### src/rtl/iir_sos_sched.sv
// Sequencer that runs one sample through NSEC cascaded biquad sections on a
// single shared engine, with a saturating drop counter and a sticky timeout flag.
module iir_sos_sched #(
  parameter int DW   = 24,
  parameter int NSEC = 4,
  parameter int IW   = 2,
  parameter int TMO  = 255
) (
  input  logic                     clk,
  input  logic                     rst_n,
  input  logic [DW-1:0]            in_data,
  input  logic                     in_valid,
  output logic                     in_ready,
  input  logic [NSEC*IW-1:0]       sos_map,
  output logic                     eng_start,
  output logic [IW-1:0]            eng_sec,
  output logic [DW-1:0]            eng_x,
  input  logic                     eng_done,
  input  logic [DW-1:0]            eng_y,
  output logic [DW-1:0]            out_data,
  output logic                     out_valid,
  output logic                     busy,
  output logic [$clog2(NSEC)-1:0]  cur_sec,
  output logic [15:0]              drop_cnt,
  output logic                     err,
  input  logic                     clr_stat
);

  localparam int SW = $clog2(NSEC);
  localparam int TW = $clog2(TMO + 1);

  typedef enum logic [1:0] {IDLE, ISSUE, WAIT, OUT} state_e;

  state_e               state_q, state_d;
  logic [DW-1:0]        acc_q, acc_d;
  logic [DW-1:0]        eng_x_q, eng_x_d;
  logic [DW-1:0]        out_data_q, out_data_d;
  logic [IW-1:0]        eng_sec_q, eng_sec_d;
  logic [NSEC*IW-1:0]   map_q, map_d;
  logic [SW-1:0]        sec_cnt_q, sec_cnt_d;
  logic [SW-1:0]        sec_nxt;
  logic [TW-1:0]        timer_q, timer_d;
  logic [15:0]          drop_cnt_q, drop_cnt_d;
  logic                 err_q, err_d;
  logic                 last_sec;
  logic                 timeout;

  assign sec_nxt  = sec_cnt_q + 1'b1;
  assign last_sec = (sec_cnt_q == SW'(NSEC - 1));
  // The TMO-th WAIT cycle without eng_done is the last chance; a done there still wins.
  assign timeout  = (state_q == WAIT) && !eng_done && (timer_q == TW'(TMO - 1));

  // NOTE: sequential state uses non-blocking assignments so every flop samples pre-edge values.
  always_ff @(posedge clk or negedge rst_n) begin
    if (!rst_n) begin
      state_q    <= IDLE;
      acc_q      <= '0;
      eng_x_q    <= '0;
      out_data_q <= '0;
      eng_sec_q  <= '0;
      map_q      <= '0;
      sec_cnt_q  <= '0;
      timer_q    <= '0;
      drop_cnt_q <= '0;
      err_q      <= 1'b0;
    end else begin
      state_q    <= state_d;
      acc_q      <= acc_d;
      eng_x_q    <= eng_x_d;
      out_data_q <= out_data_d;
      eng_sec_q  <= eng_sec_d;
      map_q      <= map_d;
      sec_cnt_q  <= sec_cnt_d;
      timer_q    <= timer_d;
      drop_cnt_q <= drop_cnt_d;
      err_q      <= err_d;
    end
  end

  // Next state and datapath. eng_sec/eng_x are loaded on entry to ISSUE and then held.
  always_comb begin
    // NOTE: every signal gets a default first so no path through the case infers a latch.
    state_d    = state_q;
    acc_d      = acc_q;
    eng_x_d    = eng_x_q;
    out_data_d = out_data_q;
    eng_sec_d  = eng_sec_q;
    map_d      = map_q;
    sec_cnt_d  = sec_cnt_q;
    timer_d    = timer_q;
    unique case (state_q)
      IDLE: begin
        if (in_valid) begin
          acc_d     = in_data;
          map_d     = sos_map;
          sec_cnt_d = '0;
          timer_d   = '0;
          eng_sec_d = sos_map[IW-1:0];
          eng_x_d   = in_data;
          state_d   = ISSUE;
        end
      end
      ISSUE: begin
        timer_d = '0;
        state_d = WAIT;
      end
      WAIT: begin
        timer_d = timer_q + 1'b1;
        if (eng_done) begin
          acc_d = eng_y;
          if (last_sec) begin
            out_data_d = eng_y;
            state_d    = OUT;
          end else begin
            sec_cnt_d = sec_nxt;
            eng_sec_d = map_q[IW*int'(sec_nxt) +: IW];
            eng_x_d   = eng_y;
            state_d   = ISSUE;
          end
        end else if (timeout) begin
          state_d = IDLE;
        end
      end
      OUT: state_d = IDLE;
      default: state_d = IDLE;
    endcase
  end

  // Statistics; clr_stat overrides a same-cycle increment or timeout.
  always_comb begin
    drop_cnt_d = drop_cnt_q;
    err_d      = err_q | timeout;
    if (in_valid && !in_ready && (drop_cnt_q != 16'hFFFF)) drop_cnt_d = drop_cnt_q + 16'd1;
    if (clr_stat) begin
      drop_cnt_d = '0;
      err_d      = 1'b0;
    end
  end

  // Outputs decoded from the state; in_ready is also held low during reset.
  always_comb begin
    in_ready  = rst_n && (state_q == IDLE);
    eng_start = (state_q == ISSUE);
    out_valid = (state_q == OUT);
    busy      = (state_q != IDLE);
  end

  assign eng_sec  = eng_sec_q;
  assign eng_x    = eng_x_q;
  assign out_data = out_data_q;
  assign cur_sec  = sec_cnt_q;
  assign drop_cnt = drop_cnt_q;
  assign err      = err_q;

endmodule

### config.mk
export PLATFORM = sky130hd
export DESIGN_NAME = iir_sos_sched
export DESIGN_NICKNAME = d
export VERILOG_FILES = /design/src/rtl/iir_sos_sched.sv
export SDC_FILE = /design/constraint.sdc
export NUM_CORES = 1
export LEC_CHECK = 0
export ABC_AREA = 1
export CORE_MARGIN = 3
export CORE_UTILIZATION = 25
export CTS_CLUSTER_SIZE = 8
export DETAILED_ROUTE_END_ITERATION = 8
export SLEW_MARGIN = 20
export SYNTH_ARGS = -nofsm -noshare
export SYNTH_HDL_FRONTEND = slang
export SYNTH_SLANG_ARGS = --single-unit
### constraint.sdc
create_clock -name clk -period 1.4 [get_ports clk]
set_clock_uncertainty 0.05 [all_clocks]
set_input_delay 0.28 -clock clk [delete_from_list [all_inputs] [get_ports clk]]
set_output_delay 0.28 -clock clk [all_outputs]
set_load 0.01 [all_outputs]
**Word-level counts from Yosys, hierarchy flattened**

Cells that the tools add are included.
Widths: inputs -> output; s select.

- Input port bits: 61
- Register bits: 87
- Logic and storage cells: 63

- Muxes and demuxes: 22
- Add/subtract/negate cells: 3
- Bitwise logic cells: 1
- Reduce and logical (&&, ||, !) cells: 17
- Equal/unequal tests: 10
- Shift operators: 1

Operators with widths:

| kind | number |
|---|---|
| $mux 24 | 3 |
| $pmux 24 s2 | 1 |
| $mux 16 | 2 |
| $pmux 8 s3 | 1 |
| $mux 2 | 10 |
| $add 16x1->16 const B | 1 |
| $ne 16x16->1 const B | 1 |
| $add 8x1->8 const B | 1 |
| $eq 8x8->1 const B | 1 |
| $mux 8 | 1 |
| $pmux 2 s2 | 2 |
| $pmux 2 s4 | 1 |
| $shiftx 8x4->2 | 1 |
| $eq 2x2->1 const B | 3 |
| $ne 2x2->1 const B | 3 |
| $reduce_and 2->1 | 3 |
| $reduce_bool 2->1 | 3 |
| $logic_and 1x1->1 | 5 |
| $reduce_and 4->1 | 1 |
| $ne 3x3->1 const B | 1 |
| $reduce_and 3->1 | 1 |
| $reduce_bool 3->1 | 1 |
| $add 2x1->2 const B | 1 |
| $eq 2x1->1 const B | 1 |
| 4 further kinds | 5 |

**Depth between registers and ports, before layout**

Gate-level depths: netlist of run 1.

- Word-level depth: 7
- Mapped depth: 9
- Mapped depth without buffers: 9

**Worst setup path after synthesis of run 1**

OpenSTA, ideal clock, no wires.

- Kind: reg-to-reg
- From: register drop_cnt_q[0], in the netlist drop_cnt[0]
- To: register drop_cnt_q[2], in the netlist drop_cnt[2]
- Required time: 1.233 ns
- Path buffers: 0
- Slack: -0.106 ns
- Arrival: 1.339 ns
- Stages on the path, launching flop included: 10
- Library setup time: 0.117 ns
- Cells stage by stage: dfrtp_1 ha_1 nand2_1 nor2_2 nand2_1 nor2_1 nor2_2 nor2_4 nand2_1 nand2_1

- Cells in the longest elaborated chain, start to end: 3
- Elaborated cells on any way between the ends: 6
- Classes of those cells: 1 x add/sub; 1 x eq/ne; 2 x mux; 2 x reduce/logical

RTL lines:

| element | RTL line | text |
|---|---|---|
| from (decl) | 43 | `logic [15:0] drop_cnt_q, drop_cnt_d;` |
| from (signal assigned) | 75 | `drop_cnt_q <= drop_cnt_d;` |
| $add 16x1->16 / $ne 16x16->1 (equally long branches) | 133 | `if (in_valid && !in_ready && (drop_cnt_q != 16'hFFFF)) drop_cnt_d = drop_cnt_q + 16'd1;` |
| $mux 16 / $logic_and 1x1->1 (equally long branches) | 133 |  |
| $mux 16 / $reduce_bool 2->1 (equally long branches) | -- |  |

Parallel ways exist; a longest one is shown, timed or not. The select of a mux whose other input is x is not followed.
A chain may end at the register's enable or synchronous reset.

**Worst setup path after layout of run 1**

- From: register state_q[0]
- To: register eng_x_q[15], in the netlist eng_x[15]

- Cells in the longest elaborated chain, start to end: 3
- Elaborated cells on any way between the ends: 8
- Classes of those cells: 4 x eq/ne; 1 x mux; 3 x reduce/logical

RTL lines:

| element | RTL line | text |
|---|---|---|
| from (decl) | 34 | `state_e state_q, state_d;` |
| from (signal assigned) | 67 | `state_q <= state_d;` |
| $eq 2x2->1 / $logic_not 2->1 (equally long branches) | -- |  |
| $ne 2x2->1 (no line) / $reduce_bool 2->1 (equally long branches) | -- |  |
| $reduce_and 4->1 (no line) | -- |  |
| to (signal assigned) | 69 | `eng_x_q <= eng_x_d;` |
| to (decl) | 36 | `logic [DW-1:0] eng_x_q, eng_x_d;` |

Parallel ways exist; a longest one is shown, timed or not.

==> flow_metrics.tcl, run 1 <==
set metrics [dict create \
    fin_crit_ns 1.58 \
    postSynthCellCount 528 \
    cpPeakStageDelay_ns 0.42 \
    wl_mm 15.4 \
    power_density_nw_per_um2 1610 \
    cp_common_cell "buf_6" \
    wire_per_inst_microns 15.8 \
    timing.rr.start "state_q[0]" \
    timing.final.ws_setup_ns -0.180 \
    rsz0062_at_grt "yes" \
    synth_area_leader_cell "dfrtp_1" \
    violations "setup timing" \
    clkLatencyLatePin_ns 0.35 \
    r2r_slack_ns -0.18 \
    end_kind "flop" \
    synth_nets 593 \
    nets 814 \
    hp-class "flop to flop" \
    ys.warnings.count 0 \
    fillers 1628 \
    htree_levels 3 \
    initial_core_util_pct 25.6 \
    leakagePower_nw 3.62 \
    ctsLongestPathBuffers 2 \
    criticalPathCategory "flop to flop" \
    stdcell_area_sq_um 7620 \
    status "complete, but fails checks" \
    die_w_microns 136 \
    num_io_pins 134 \
    setup_viol 75 \
    ys.flop_type "dfrtp_1" \
    synth_edf_count 0 \
    synth_area_leaders "dfrtp_1 51%, nand2_1 17%, nor2_1 5.0%" \
    post-route-period-util_pct 113 \
    io_buffers 133 \
    syn_area_sq_um 4250 \
    ys_ff_latch 87 \
    cts_tree "done" \
    relSlewSlack_pct 76.7 \
    drtAntennaViolNets 0 \
    numCtsBuffers 9 \
    worstMarginPinSlew_ns 0.349 \
    start_kind "flop" \
    max-vdd-ir-drop_mv 0.756 \
    via_per_inst 4.51 \
    async_flop_share_pct 100 \
    final_cell_mix "141 x nand2_1, 83 x dfrtp_1, 59 x clkdlybuf4s50_1" \
    synth_cell_types 31 \
    clk_pin_slew_ns 0.07 \
    slowest_stage "dfrtp_1" \
    finalHoldViolCount 0 \
    r2r_cells 9 \
    cp-startpoint "state_q[0]" \
    cp.required_ns 1.58 \
    syn2layout_area_growth_pct 79.2 \
    grt-ovfl-total 0 \
    cp.arrival_ns 1.76 \
    critPathTopFamily "buffers and inverters" \
    worstSetupEndpoint "eng_x[15]" \
    path_cells "buf_6 > inv_6 > buf_6 > nand4_4 > nand2_4 > buf_12 > buf_8 > clkbuf_16 > a31oi_1" \
    synth.avg_cell_area_sq_um 8.06 \
    yosysSeqAreaShare_pct 51.2 \
    crit_fanout 5 \
    dr.pass1.iters 4 \
    rows 47 \
    chipHeight_microns 136 \
    dp_hpwl_mm 9.36 \
    hold_ws_ns 0.416 \
    grt_pass1_wl_mm 22.3 \
    grtUsageTotal_pct 15.6 \
    grt_pass1_vias 4140 \
    fin_cells 974 \
    cp_num_cells 9 \
    drc 0 \
    cts_root_buf "clkbuf_16" \
    gp_congestion 0.831 \
    antenna_found_initial 0 \
    path_buf_inv 6 \
    maxSlewViolCount 0 \
    reg2reg_to "eng_x[15]" \
    max_cap_violations 0 \
    placed_cells 920 \
    num_vias 4397 \
    drive_gt1_share_pct 34.4 \
    clock_sinks 87 \
    mostFrequentLayoutCell "nand2_1" \
    grt_max_degree 36 \
    n_antenna_cell 0 \
    place_area_sq_um 6250 \
    pre_cts_ws_ns -0.318 \
    drtIter0Drc 183 \
    netlist.area_leader.share_pct 51.2 \
    fmax_ghz 0.633 \
    coreArea_sq_um 16600 \
    fp.dieArea_sq_um 18600 \
]
[synth_stat cells (5+ instances only)]
cell type  instances
nand2_1          191
dfrtp_1           87
nor2_1            57
nand3_1           36
inv_1             33
a31oi_1           25
o21ai_0           18
a21oi_1           14
xor2_1             7
buf_4              6
buf_2              5
clkbuf_1           5
o21ai_1            5
[layer usage]
| layer | GRT usage, % | part of all wire [%] | vias up |
|---|---|---|---|
| met5 | 0 | 0 | - |
| met4 | 5.26 | 2.3 | 0 |
| met3 | 3.81 | 5.6 | 23 |
| met2 | 25.7 | 48 | 114 |
| met1 | 20.0 | 44 | 2097 |
| li1 | - | - | 2163 |
[logic make-up (layout without fill, tap and decap cells)]
logic type               Yosys count  after routing  synth area share (%)
flip-flops                        87             87                  51.2
adder cells (fa/ha/maj)            4              4                  1.18
buffers and inverters             57            282                  6.26
XOR/XNOR                           7              7                  1.44
AND/OR/NAND/NOR                  304            305                  30.2
AO/OA/AOI/OAI                     65             65                  8.65
multiplexers                       4              4                  1.06
[how the worst min path moves through the flow]
stage,depth (start not counted),slack [ns],end,from
floorplan,0,-0.07,cur_sec[0],rst_n
CTS,3,0.42,eng_x[8],in_data[8]
global route,3,0.44,eng_x[7],in_data[7]
global placement,2,0.29,eng_x[19],rst_n
detailed placement,2,0.29,out_data[20],rst_n
finish,2,0.42,out_data[2],out_data[2]
[stage by stage]
stage	util, %	total power, W	TNS [ns]
floorplan	-	0.00556	-0.173
global placement	37.6	0.00772	-13.33
detailed placement	37.6	0.00777	-16.12
CTS	42.3	0.0115	-8.18
global route	45.8	0.0129	-12.47
finish	45.8	0.0123	-7.61
[worst reg2reg max path, stage by stage (launching register included)]
cell	delay [ns]
dfrtp_1	0.42
buf_6	0.15
inv_6	0.06
buf_6	0.09
nand4_4	0.10
nand2_4	0.13
buf_12	0.11
buf_8	0.13
clkbuf_16	0.15
a31oi_1	0.08
[final cells by class]
type / count / area (sq um) / share of cell area [%]
Timing Repair Buffer: 228 / 2370 / 31.1
Sequential cell: 87 / 2180 / 28.6
Multi-Input combinational cell: 385 / 2310 / 30.3
Clock buffer: 10 / 239 / 3.13
Clock inverter: 6 / 75.1 / 0.985
Inverter: 38 / 166 / 2.18
Tap cell: 220 / 275 / 3.61
[flip-flops by register name, summed over array words and instances, names as in the netlist, 2 cells and up]
signal / cells
map_q: 8
timer_q: 8
drop_cnt: 16
eng_x: 24
out_data: 24
eng_sec: 2
state_q: 2
cur_sec: 2
[power breakdown]
group / leakage [nW] / internal, W / switching [W] / total [W]
Clock: 0.151 / 0.00146 / 0.00111 / 0.00257
Combinational: 2.37 / 0.00314 / 0.00297 / 0.00611
Sequential: 1.11 / 0.00316 / 0.000417 / 0.00357
Total: 3.62 / 0.00775 / 0.00450 / 0.0123
[repair_timing]
item                                    in CTS  in global routing
gates resized for setup                    192                139
endpoints found under the setup margin     118                167
hold buffers                                 1                  0
pin swaps                                   19                 33
setup buffers                               19                  6
endpoints found under the hold margin       18                  0
cloned                                       9                  7
Note: power is estimated with default switching activity, not from simulation.
==> run 2: changes to the inputs <==
Settings changed: DONT_BUFFER_PORTS set to 1.
==> run 2 against run 1 <==
Compared with the run above:
- the run ends with hold timing, setup timing left
- non-clock buffer count fell by 127
- critical path type is now flop to output pin
- largest power group unchanged
- core utilization fell by 8.4 points
- final cell count fell by 13%
- critical path depth fell by 5
- via count fell by 12%
- sequential power rose by 8.7%
- largest cell class is now multi-input gates
- cell area fell by 18%
- worst setup slack improved by 0.083 ns
- clock power rose by 2%
- flip-flop and latch count did not move
==> flow_metrics.tcl, run 2 (synthesis results as in run 1) <==
set metrics [dict create \
    fmax_ghz 0.668 \
    numCtsBuffers 9 \
    antenna_found_initial 0 \
    r2r_cells 8 \
    post-route-period-util_pct 107 \
    syn2layout_area_growth_pct 46.4 \
    dr.pass1.iters 4 \
    grt_max_degree 89 \
    grt_pass1_vias 3825 \
    clkLatencyLatePin_ns 0.34 \
    drc 0 \
    nets 687 \
    p_total_w 0.0106 \
    fin_cells 845 \
    status "complete, but fails checks" \
    worstMarginPinSlew_ns 0.325 \
    cts_hold_buf 23 \
    fin_crit_ns 1.50 \
    start_kind "flop" \
    ctsLongestPathBuffers 2 \
    r2r_slack_ns -0.08 \
    wire_per_inst_microns 16.0 \
    placed_cells 784 \
    finalHoldViolCount 87 \
    cp.arrival_ns 1.17 \
    dp_hpwl_mm 8.54 \
    grtUsageTotal_pct 14.1 \
    grt_pass1_wl_mm 20.2 \
    chipHeight_microns 136 \
    rsz0062_at_grt "yes" \
    coreArea_sq_um 16600 \
    cp-startpoint "state_q[0]" \
    worstSetupEndpoint "in_ready" \
    initial_core_util_pct 25.6 \
    reg2reg_to "eng_x[3]" \
    num_io_pins 134 \
    end_kind "output pin" \
    relSlewSlack_pct 78.2 \
    n_antenna_cell 0 \
    cts_root_buf "clkbuf_16" \
    tns_ns -1.18 \
    cts_tree "done" \
    clock_sinks 87 \
    hp-class "input port to async pin" \
    violations "hold timing, setup timing" \
    fp.dieArea_sq_um 18600 \
    cp.required_ns 1.07 \
    stdcell_area_sq_um 6230 \
    max-vdd-ir-drop_mv 0.953 \
    num_vias 3862 \
    rows 47 \
    final_cell_mix "166 x nand2_1, 81 x dfrtp_1, 47 x buf_4" \
    max_cap_violations 0 \
    leakagePower_nw 2.85 \
    drtAntennaViolNets 0 \
    criticalPathCategory "flop to output pin" \
    timing.rr.start "state_q[0]" \
    setup_viol 28 \
    grt-ovfl-total 0 \
    io_buffers 0 \
    place_area_sq_um 4860 \
    crit_fanout 4 \
    htree_levels 3 \
    die_w_microns 136 \
    clk_pin_slew_ns 0.07 \
    mostFrequentLayoutCell "nand2_1" \
    via_per_inst 4.57 \
    hold_ws_ns -0.423 \
    power_density_nw_per_um2 1710 \
    maxSlewViolCount 0 \
    wl_mm 13.5 \
    timing.final.ws_setup_ns -0.0973 \
    drtIter0Drc 185 \
    drive_gt1_share_pct 30.6 \
    gp_congestion 0.821 \
]
-- run 2: what timing repair did --
action	in CTS	in global routing
pin swaps	4	37
gates resized for setup	30	119
gates cloned	5	2
endpoints found under the hold margin	110	87
setup buffers	7	10
setup endpoints to repair	61	81
-- run 2: per-stage QoR --
step	util, %	hold slack (ns)	worst slack, ns
floorplan	-	-0.0656	-0.0361
finish	37.4	-0.423	-0.0973
detailed placement	29.2	-0.0635	-0.115
CTS	34.3	-0.439	-0.162
global route	37.4	-0.444	-0.162
global placement	29.2	-0.0637	-0.0722
-- run 2: how the worst min path moves through the flow --
stage	to	depth (start not counted)
floorplan	cur_sec[0]	0
global placement	out_data[20]	0
detailed placement	out_data[20]	0
CTS	out_data[20]	0
global route	out_data[20]	0
finish	out_data[20]	0
-- run 2: final cells by class --
cell class / instances / area, sq um
Clock buffer: 9 / 225
Clock inverter: 5 / 82.6
Fill cell: 1689 / 10400
Inverter: 38 / 175
Multi-Input combinational cell: 385 / 2190
Sequential cell: 87 / 2180
Tap cell: 220 / 275
Timing Repair Buffer: 101 / 1090
-- run 2: report_power, final --
| group | switching (W) | leakage, nW | internal [W] | total (W) |
|---|---|---|---|---|
| Combinational | 0.00211 | 1.60 | 0.00204 | 0.00416 |
| Clock | 0.00105 | 0.152 | 0.00156 | 0.00261 |
| Sequential | 0.000716 | 1.10 | 0.00316 | 0.00388 |
-- run 2: worst max-delay path: stages, from the launching register on --
cell     delay [ns]
dfrtp_2        0.43
nor2_4         0.14
inv_4          0.06
nor2_4         0.10
buf_6          0.11
-- run 2: metal layers --
layer  vias to the layer above  global-route usage, %  wire [microns]
li1                       1890                      -               -
met1                      1828                   17.9            5650
met2                       124                   23.1            6740
met3                        20                   3.63             837
met4                         0                   5.21             274
met5                         -                      0               0
==> run 3: changes to the inputs <==
Settings changed: PLACE_DENSITY set to 0.39.
==> run 3 against run 2 <==
Compared with the run above:
- the flow still finishes with violations (hold timing, setup timing)
- flip-flop and latch count did not move
- via count rose by 3.3%
- worst hold slack got worse by 0.0095 ns
- final cell count rose by 1.8%
- clock-buffer cell count did not move
- sequential share of layout area fell by 1.2 points
- critical endpoint is now eng_start
- highest routed layer unchanged
- largest cell class unchanged
- first-iteration DRC count fell by 33%
- cell area rose by 3.5%
==> flow_metrics.tcl, run 3 (synthesis results as in run 1) <==
set metrics [dict create \
    dp_hpwl_mm 9.32 \
    worstMarginPinSlew_ns 0.251 \
    timing.rr.start "state_q[0]" \
    ctsLongestPathBuffers 2 \
    final_core_util_pct 38.7 \
    post-route-period-util_pct 110 \
    power_density_nw_per_um2 1680 \
    via_per_inst 4.64 \
    leakagePower_nw 2.91 \
    fin_cells 860 \
    cts_tree "done" \
    p_total_w 0.0108 \
    cp.required_ns 1.07 \
    clock_sinks 87 \
    timing.final.ws_setup_ns -0.141 \
    placed_cells 792 \
    nets 700 \
    max_cap_violations 0 \
    drtIter0Drc 124 \
    fin_crit_ns 1.54 \
    maxSlewViolCount 0 \
    clk_pin_slew_ns 0.08 \
    mostFrequentLayoutCell "nand2_1" \
    numCtsBuffers 9 \
    grtUsageTotal_pct 15.1 \
    n_antenna_cell 0 \
    grt-ovfl-total 0 \
    max-vdd-ir-drop_mv 0.792 \
    coreArea_sq_um 16600 \
    setup_viol 68 \
    drc 0 \
    drive_gt1_share_pct 32.3 \
    cp.arrival_ns 1.21 \
    initial_core_util_pct 25.6 \
    antenna_found_initial 0 \
    drtAntennaViolNets 0 \
    cp-startpoint "state_q[1]" \
    relSlewSlack_pct 83.3 \
    cts_root_buf "clkbuf_16" \
    crit_fanout 3 \
    final_cell_mix "175 x nand2_1, 82 x dfrtp_1, 48 x buf_4" \
    status "complete, but fails checks" \
    grt_pass1_wl_mm 21.6 \
    clkLatencyLatePin_ns 0.35 \
    hp-class "input port to async pin" \
    fillers 1696 \
    wire_per_inst_microns 17.5 \
    finalHoldViolCount 87 \
    hold_ws_ns -0.432 \
    htree_levels 3 \
    num_vias 3988 \
    die_w_microns 136 \
    wl_mm 15.0 \
    num_io_pins 134 \
    pre_cts_ws_ns -0.112 \
    grt_pass1_vias 4023 \
    criticalPathCategory "flop to output pin" \
    io_buffers 0 \
    rows 47 \
    dr.pass1.iters 4 \
    gp_congestion 0.788 \
    rsz0062_at_grt "yes" \
    grt_max_degree 89 \
    violations "hold timing, setup timing" \
    end_kind "output pin" \
    syn2layout_area_growth_pct 51.5 \
    fmax_ghz 0.649 \
    fp.dieArea_sq_um 18600 \
    start_kind "flop" \
    chipHeight_microns 136 \
]
-- run 3: cell types whose count changed in the layout (fill, tap and decap cells not counted), moves of 4 or more --
cell       before  now
inv_2           2    6
clkbuf_16      10   14
nor2_1         37   32
nand2_1       166  175
nor2_2         15   11
nand2_4        12    2
nor2_4         12   21
a31oi_1        24   20
-- run 3: worst paths after layout --
check | end | slack [ns] | cells past startpoint
setup / recovery | eng_start | -0.14 | 4
hold / removal | out_data[4] | -0.43 | 0
setup reg to reg | eng_x[10] | -0.13 | 7
hold reg to reg | map_q[5] | 0.46 | 1
max in group asynchronous | err | 1.59 | 0
min in group clk | drop_cnt[4] | 0.02 | 3
-- run 3: layout make-up --
type | instances | area (sq um) | share of cell area [%]
Clock inverter | 7 | 76.3 | 1.18
Timing Repair Buffer | 114 | 1280 | 19.9
Tap cell | 220 | 275 | 4.27
Inverter | 38 | 160 | 2.48
Clock buffer | 9 | 225 | 3.49
Multi-Input combinational cell | 385 | 2240 | 34.8
Sequential cell | 87 | 2180 | 33.9
-- run 3: worst max-delay path, stage by stage, from the launching register on --
cell and delay, ns:
dfrtp_1 0.42, buf_6 0.14, buf_6 0.12, nor2_4 0.07, buf_6 0.11
-- run 3: metal layers --
layer / wire (microns) / global-route usage (%) / vias up
met4: 202 / 5.32 / 0
met2: 7080 / 22.9 / 97
met5: 0 / 0 / -
li1: - / - / 1931
met3: 934 / 4.77 / 13
met1: 6830 / 20.3 / 1947
-- run 3: report_power, final --
group	total [W]	internal, W	switching [W]
Clock	0.00252	0.00140	0.00112
Sequential	0.00389	0.00315	0.000733
Combinational	0.00442	0.00216	0.00227
-- run 3: repair_timing --
action | 4_1_cts | 5_1_grt
setup buffers | 9 | 8
hold buffers | 24 | 1
gates resized for setup | 48 | 105
setup endpoints to repair | 48 | 82
hold endpoints to repair | 111 | 88
pin swaps | 5 | 30
gates cloned | 5 | 7
-- run 3: per-stage QoR --
stage                     TNS (ns)  area (sq um)
final                        -4.11          6440
after global routing        -10.15          6440
after CTS                    -5.36          5870
after detailed placement     -1.83          4940
after global placement      -0.488          4940
after floorplan             -0.173          4270
